$ cat config.mk
export PLATFORM = sky130hd
export DESIGN_NAME = cla_carry_pipe
export DESIGN_NICKNAME = d
export VERILOG_FILES = /design/src/rtl/cla_carry_pipe.sv
export SDC_FILE = /design/constraint.sdc
export NUM_CORES = 1
export LEC_CHECK = 0
export BUFFER_PORTS_ARGS = -buffer_cell sky130_fd_sc_hd__buf_2
export CAP_MARGIN = 20
export CORE_MARGIN = 5
export CORE_UTILIZATION = 34
export DETAILED_ROUTE_END_ITERATION = 12
export HOLD_SLACK_MARGIN = 0.1
export SLEW_MARGIN = 25
export SYNTH_ARGS = -nofsm -noshare
export SYNTH_HDL_FRONTEND = slang
export SYNTH_SLANG_ARGS = --single-unit
$ cat constraint.sdc
create_clock -name clk -period 3.1 [get_ports clk]
set_input_delay 0.62 -clock clk [delete_from_list [all_inputs] [get_ports clk]]
set_output_delay 0.62 -clock clk [all_outputs]
set_load 0.02 [all_outputs]
$ cat src/rtl/cla_carry_pipe.sv
// Two-stage pipelined 5-bit carry-lookahead block with valid/ready handshakes.
// S1 registers the g_bar/p/cin triple; S2 registers sum, cout and the group terms.
module cla_carry_pipe (
  input  logic       clk,
  input  logic       rst,
  input  logic       in_valid,
  output logic       in_ready,
  input  logic [4:0] g_bar,
  input  logic [4:0] p,
  input  logic       cin,
  output logic       out_valid,
  input  logic       out_ready,
  output logic [4:0] sum,
  output logic       cout,
  output logic       grp_g_bar,
  output logic       grp_p
);

  logic       s1_v;
  logic [4:0] s1_g_bar;
  logic [4:0] s1_p;
  logic       s1_cin;

  logic       s2_v;
  logic [4:0] s2_sum;
  logic       s2_cout;
  logic       s2_grp_g;
  logic       s2_grp_p;

  logic       advance;
  logic       s1_load;
  logic [4:0] g;
  logic [5:0] c;
  logic       grp_g;

  assign advance  = ~s2_v | out_ready;
  assign in_ready = ~s1_v | ~s2_v | out_ready;
  // An empty S1 also loads while S2 stalls, so every in_ready=1 handshake is captured.
  assign s1_load  = advance | ~s1_v;

  // Two-level lookahead: each carry is a flat sum of products of g, p and cin.
  always_comb begin
    g    = ~s1_g_bar;
    c    = '0;
    c[0] = s1_cin;
    c[1] = g[0] | (s1_p[0] & s1_cin);
    c[2] = g[1] | (s1_p[1] & g[0]) | (s1_p[1] & s1_p[0] & s1_cin);
    c[3] = g[2] | (s1_p[2] & g[1]) | (s1_p[2] & s1_p[1] & g[0])
         | (s1_p[2] & s1_p[1] & s1_p[0] & s1_cin);
    c[4] = g[3] | (s1_p[3] & g[2]) | (s1_p[3] & s1_p[2] & g[1])
         | (s1_p[3] & s1_p[2] & s1_p[1] & g[0])
         | (s1_p[3] & s1_p[2] & s1_p[1] & s1_p[0] & s1_cin);
    c[5] = g[4] | (s1_p[4] & g[3]) | (s1_p[4] & s1_p[3] & g[2])
         | (s1_p[4] & s1_p[3] & s1_p[2] & g[1])
         | (s1_p[4] & s1_p[3] & s1_p[2] & s1_p[1] & g[0])
         | (s1_p[4] & s1_p[3] & s1_p[2] & s1_p[1] & s1_p[0] & s1_cin);
    grp_g = g[4] | (s1_p[4] & g[3]) | (s1_p[4] & s1_p[3] & g[2])
          | (s1_p[4] & s1_p[3] & s1_p[2] & g[1])
          | (s1_p[4] & s1_p[3] & s1_p[2] & s1_p[1] & g[0]);
  end

  always_ff @(posedge clk) begin
    if (rst) begin
      s1_v     <= 1'b0;
      s1_g_bar <= '0;
      s1_p     <= '0;
      s1_cin   <= 1'b0;
    end else if (s1_load) begin
      s1_v <= in_valid;
      if (in_valid) begin
        s1_g_bar <= g_bar;
        s1_p     <= p;
        s1_cin   <= cin;
      end
    end
  end

  always_ff @(posedge clk) begin
    if (rst) begin
      s2_v     <= 1'b0;
      s2_sum   <= '0;
      s2_cout  <= 1'b0;
      s2_grp_g <= 1'b0;
      s2_grp_p <= 1'b0;
    end else if (advance) begin
      s2_v <= s1_v;
      if (s1_v) begin
        s2_sum   <= s1_p ^ c[4:0];
        s2_cout  <= c[5];
        s2_grp_g <= grp_g;
        s2_grp_p <= &s1_p;
      end
    end
  end

  // Group generate is stored true-polarity so a cleared register reads grp_g_bar=1.
  assign out_valid = s2_v;
  assign sum       = s2_sum;
  assign cout      = s2_cout;
  assign grp_g_bar = ~s2_grp_g;
  assign grp_p     = s2_grp_p;

endmodule

==> reports/qor.log <==
qor: routing.post_drt_wl_per_cell 12.3 µm
qor: hold_path.hold_depth 2
qor: layout.num-nets-final 157
qor: critical_path.worst-path-max-fanout 14
qor: grt.grt_antenna_before_repair 0
qor: timing.hold_viol 0
qor: clock_tree.cts_hold_buffers 0
qor: status.outcome completed
qor: routing.wirelength 2110 µm
qor: critical_path.critPathRequiredTime 2480 ps
qor: grt.grt_pass1_wl 3820 µm
qor: yosys.synth_top_cells_by_area dfxtp_1 45%, a21oi_1 9.0%, nand2_1 8.8%, nand3_1 6.9%, nand3b_1 4.0%
qor: routing.viasPerCell 5.11
qor: clock_tree.cts.sink_count 21
qor: place.io_buffers 24
qor: clock_tree.cts-htree-levels 1
qor: critical_path.worst_setup_path_end_kind primary output
qor: place.post-dp-hpwl 1570 µm
qor: clock_tree.tritoncts.num_buffers 3
qor: critical_path.worst-r2r-cell-count 4
qor: clock_tree.post_cts.repair.setup_buffers 0
qor: layout.fillCellCount 294
qor: yosys.syn-num-nets 135
qor: timing.finalMaxSlewViolations 0
qor: place.placement.cell_area 0.00107 mm²
qor: layout.post_layout_nonfiller_instances 171
qor: layout.antenna_cells_inserted 0
qor: hold_path.worstHoldEndpoint grp_p
qor: yosys.postSynthRegisterBits 21
qor: grt.largest_net_degree_at_the_start_of_global_routing 27
qor: layout.most_frequent_cells_in_the_layout 24 x buf_2, 22 x nand2_1, 21 x dfxtp_1, 17 x a21oi_1, 13 x nand3_1
qor: grt.globalRouteOverflowTotal 0
qor: timing.fin_tns_setup 0 ps
qor: yosys.yosysUniqueCellTypes 26
qor: grt.overall_fraction_of_global_route_tracks_in_use 0.119
qor: timing.period_needed 1840 ps
qor: clock_tree.worstSkewPairLatency 300 ps
qor: routing.number_of_detailed_route_iterations_in_the_first_pass 4
qor: routing.vias 873
qor: die.fp.dieArea 0.00392 mm²
qor: timing.worst_pin_slew 423 ps
qor: clock_tree.number_of_buffers_on_the_longest_clock_path 2
qor: layout.stdcell_area 0.00110 mm²
qor: critical_path.worst-setup-path-type in2out
qor: timing.post-route-period-util 0.595
qor: timing.setup_viol 0
qor: die.core 0.00271 mm²
qor: pwr.pwr_density_cell 460 mW/mm²
qor: timing.fmaxAchievable 543 MHz
qor: layout.proportion_of_layout_cells_with_a_drive_suffix_above_1 0.221
qor: routing.postRouteAntennaNets 0
qor: flow_run.max_cap_violations 0
qor: layout.seqCellArea 420 µm²
qor: critical_path.critical_path_start_type input pin
qor: timing.slew_headroom 0.718
qor: routing.drt-initial-drc-count 20
qor: die.chipHeight 62.6 µm
qor: pwr.leakagePower 0.446 nW
qor: layout.multi_input_area 462 µm²
qor: layout.final_core_utilization 0.407
qor: clock_tree.tritoncts yes
qor: critical_path.regToRegSetupSlack 1720 ps
qor: yosys.yosysSeqAreaShare 0.447
qor: die.ios 25
qor: die.starting_density_of_the_core 0.347
qor: yosys.warning_count_from_the_yosys_run 0
qor: place.gp_routability_congestion 0.827
qor: critical_path.crit-reg2reg-capture sum[4]
qor: grt.grt_pass1_vias 863
qor: timing.rsz0062_at_grt no
qor: hold_path.hold_class reg2reg
qor: yosys.synth_top_cell_by_area dfxtp_1
qor: place.numPlacedInstances 167
qor: clock_tree.cts_resized 0
qor: yosys.syn_avg_cell_area 7.91 µm²
qor: yosys.synthesis.instances 119
qor: yosys.synth.cell_area 941 µm²
qor: clock_tree.cts_root_buffer clkbuf_4
qor: routing.drcViolationCount 0
qor: yosys.yosys.area.top_type_share 0.447
qor: die.die_width 62.6 µm
qor: clock_tree.worst_setup_hold_path_clk_slew 120 ps
qor: die.row_count 19
qor: layout.final_common_cell buf_2
qor: timing.finClkSkew 0.678 ps
qor: pwr.ir_drop 206 µV
qor: critical_path.r2r-start s1_g_bar[0]
qor: layout.area_delta_synth_final 17.2%
qor: hold_path.holdCritStartpoint grp_p
qor: critical_path.critPathArrivalTime 1220 ps
==> where the power goes <==
group	switching (mW)	internal, mW	total (mW)
clock	0.0844	0.0481	0.133
sequential	0.0148	0.286	0.301
combinational	0.0430	0.0302	0.0731
==> flip-flops by register name, summed over array words and instances (netlist names) <==
signal / count
s1_g_bar: 5
s1_p: 5
sum: 5
cout: 1
grp_p: 1
out_valid: 1
s1_cin: 1
s1_v: 1
s2_grp_g: 1
==> cell type report <==
cell class              instances  share of cell area
flip-flops and latches         21               0.381
well taps                      31              0.0352
clock inverters                 1             0.00454
clock buffers                   3              0.0204
multi-input cells              83               0.419
inverters                       7              0.0238
repair buffers                 25               0.116
==> metal layers <==
metal,wire length [µm],GRT usage,up-vias
li1,-,-,456
met1,1020,0.144,390
met2,903,0.185,21
met3,115,0.0342,6
met4,69,0.0716,0
met5,0,0,-
==> metrics by stage <==
stage | hold slack (ps) | setup WS, ps | power [mW]
3_3_place_gp | 439 | 1270 | 0.379
5_1_grt | 491 | 1230 | 0.537
3_5_place_dp | 455 | 1270 | 0.381
2_1_floorplan | 447 | 1300 | 0.355
4_1_cts | 473 | 1260 | 0.513
6_report | 466 | 1260 | 0.507
==> critical path, cell delays in order <==
cell and delay, ps:
buf_2 100, nand3b_1 150, buf_4 180, buf_2 170
==> worst max path at each step <==
stage	from	to	slack (ps)	cells past startpoint
6_report	out_ready	in_ready	1260	4
5_1_grt	out_ready	in_ready	1230	4
4_1_cts	out_ready	in_ready	1260	4
3_5_place_dp	out_ready	in_ready	1270	4
3_3_place_gp	out_ready	in_ready	1270	4
2_1_floorplan	out_ready	in_ready	1300	2
==> synthesized netlist by cell type <==
cell type / number
a311oi_1: 2
a221oi_1: 1
clkbuf_1: 5
inv_1: 7
nand3b_1: 5
dfxtp_1: 21
nand2b_1: 2
o21ai_0: 2
o41ai_1: 2
buf_1: 1
nand3_1: 13
nand4_1: 1
nand2_1: 22
or3_1: 1
o221ai_2: 1
and2_1: 2
buf_2: 2
nor2_1: 4
nor2b_1: 1
a21oi_1: 17
xnor2_1: 1
a21boi_2: 1
or4_1: 2
nor3b_1: 1
ha_1: 1
o221ai_1: 1
==> kinds of logic after synthesis <==
kind of cell | count (synthesis) | synth area share
simple gates | 54 | 0.283
compound gates | 27 | 0.185
flops | 21 | 0.447
buf+inv | 15 | 0.0625
xor+xnor | 1 | 0.00931
fa+ha+maj | 1 | 0.0133
Note: power is estimated with default switching activity, not from simulation.
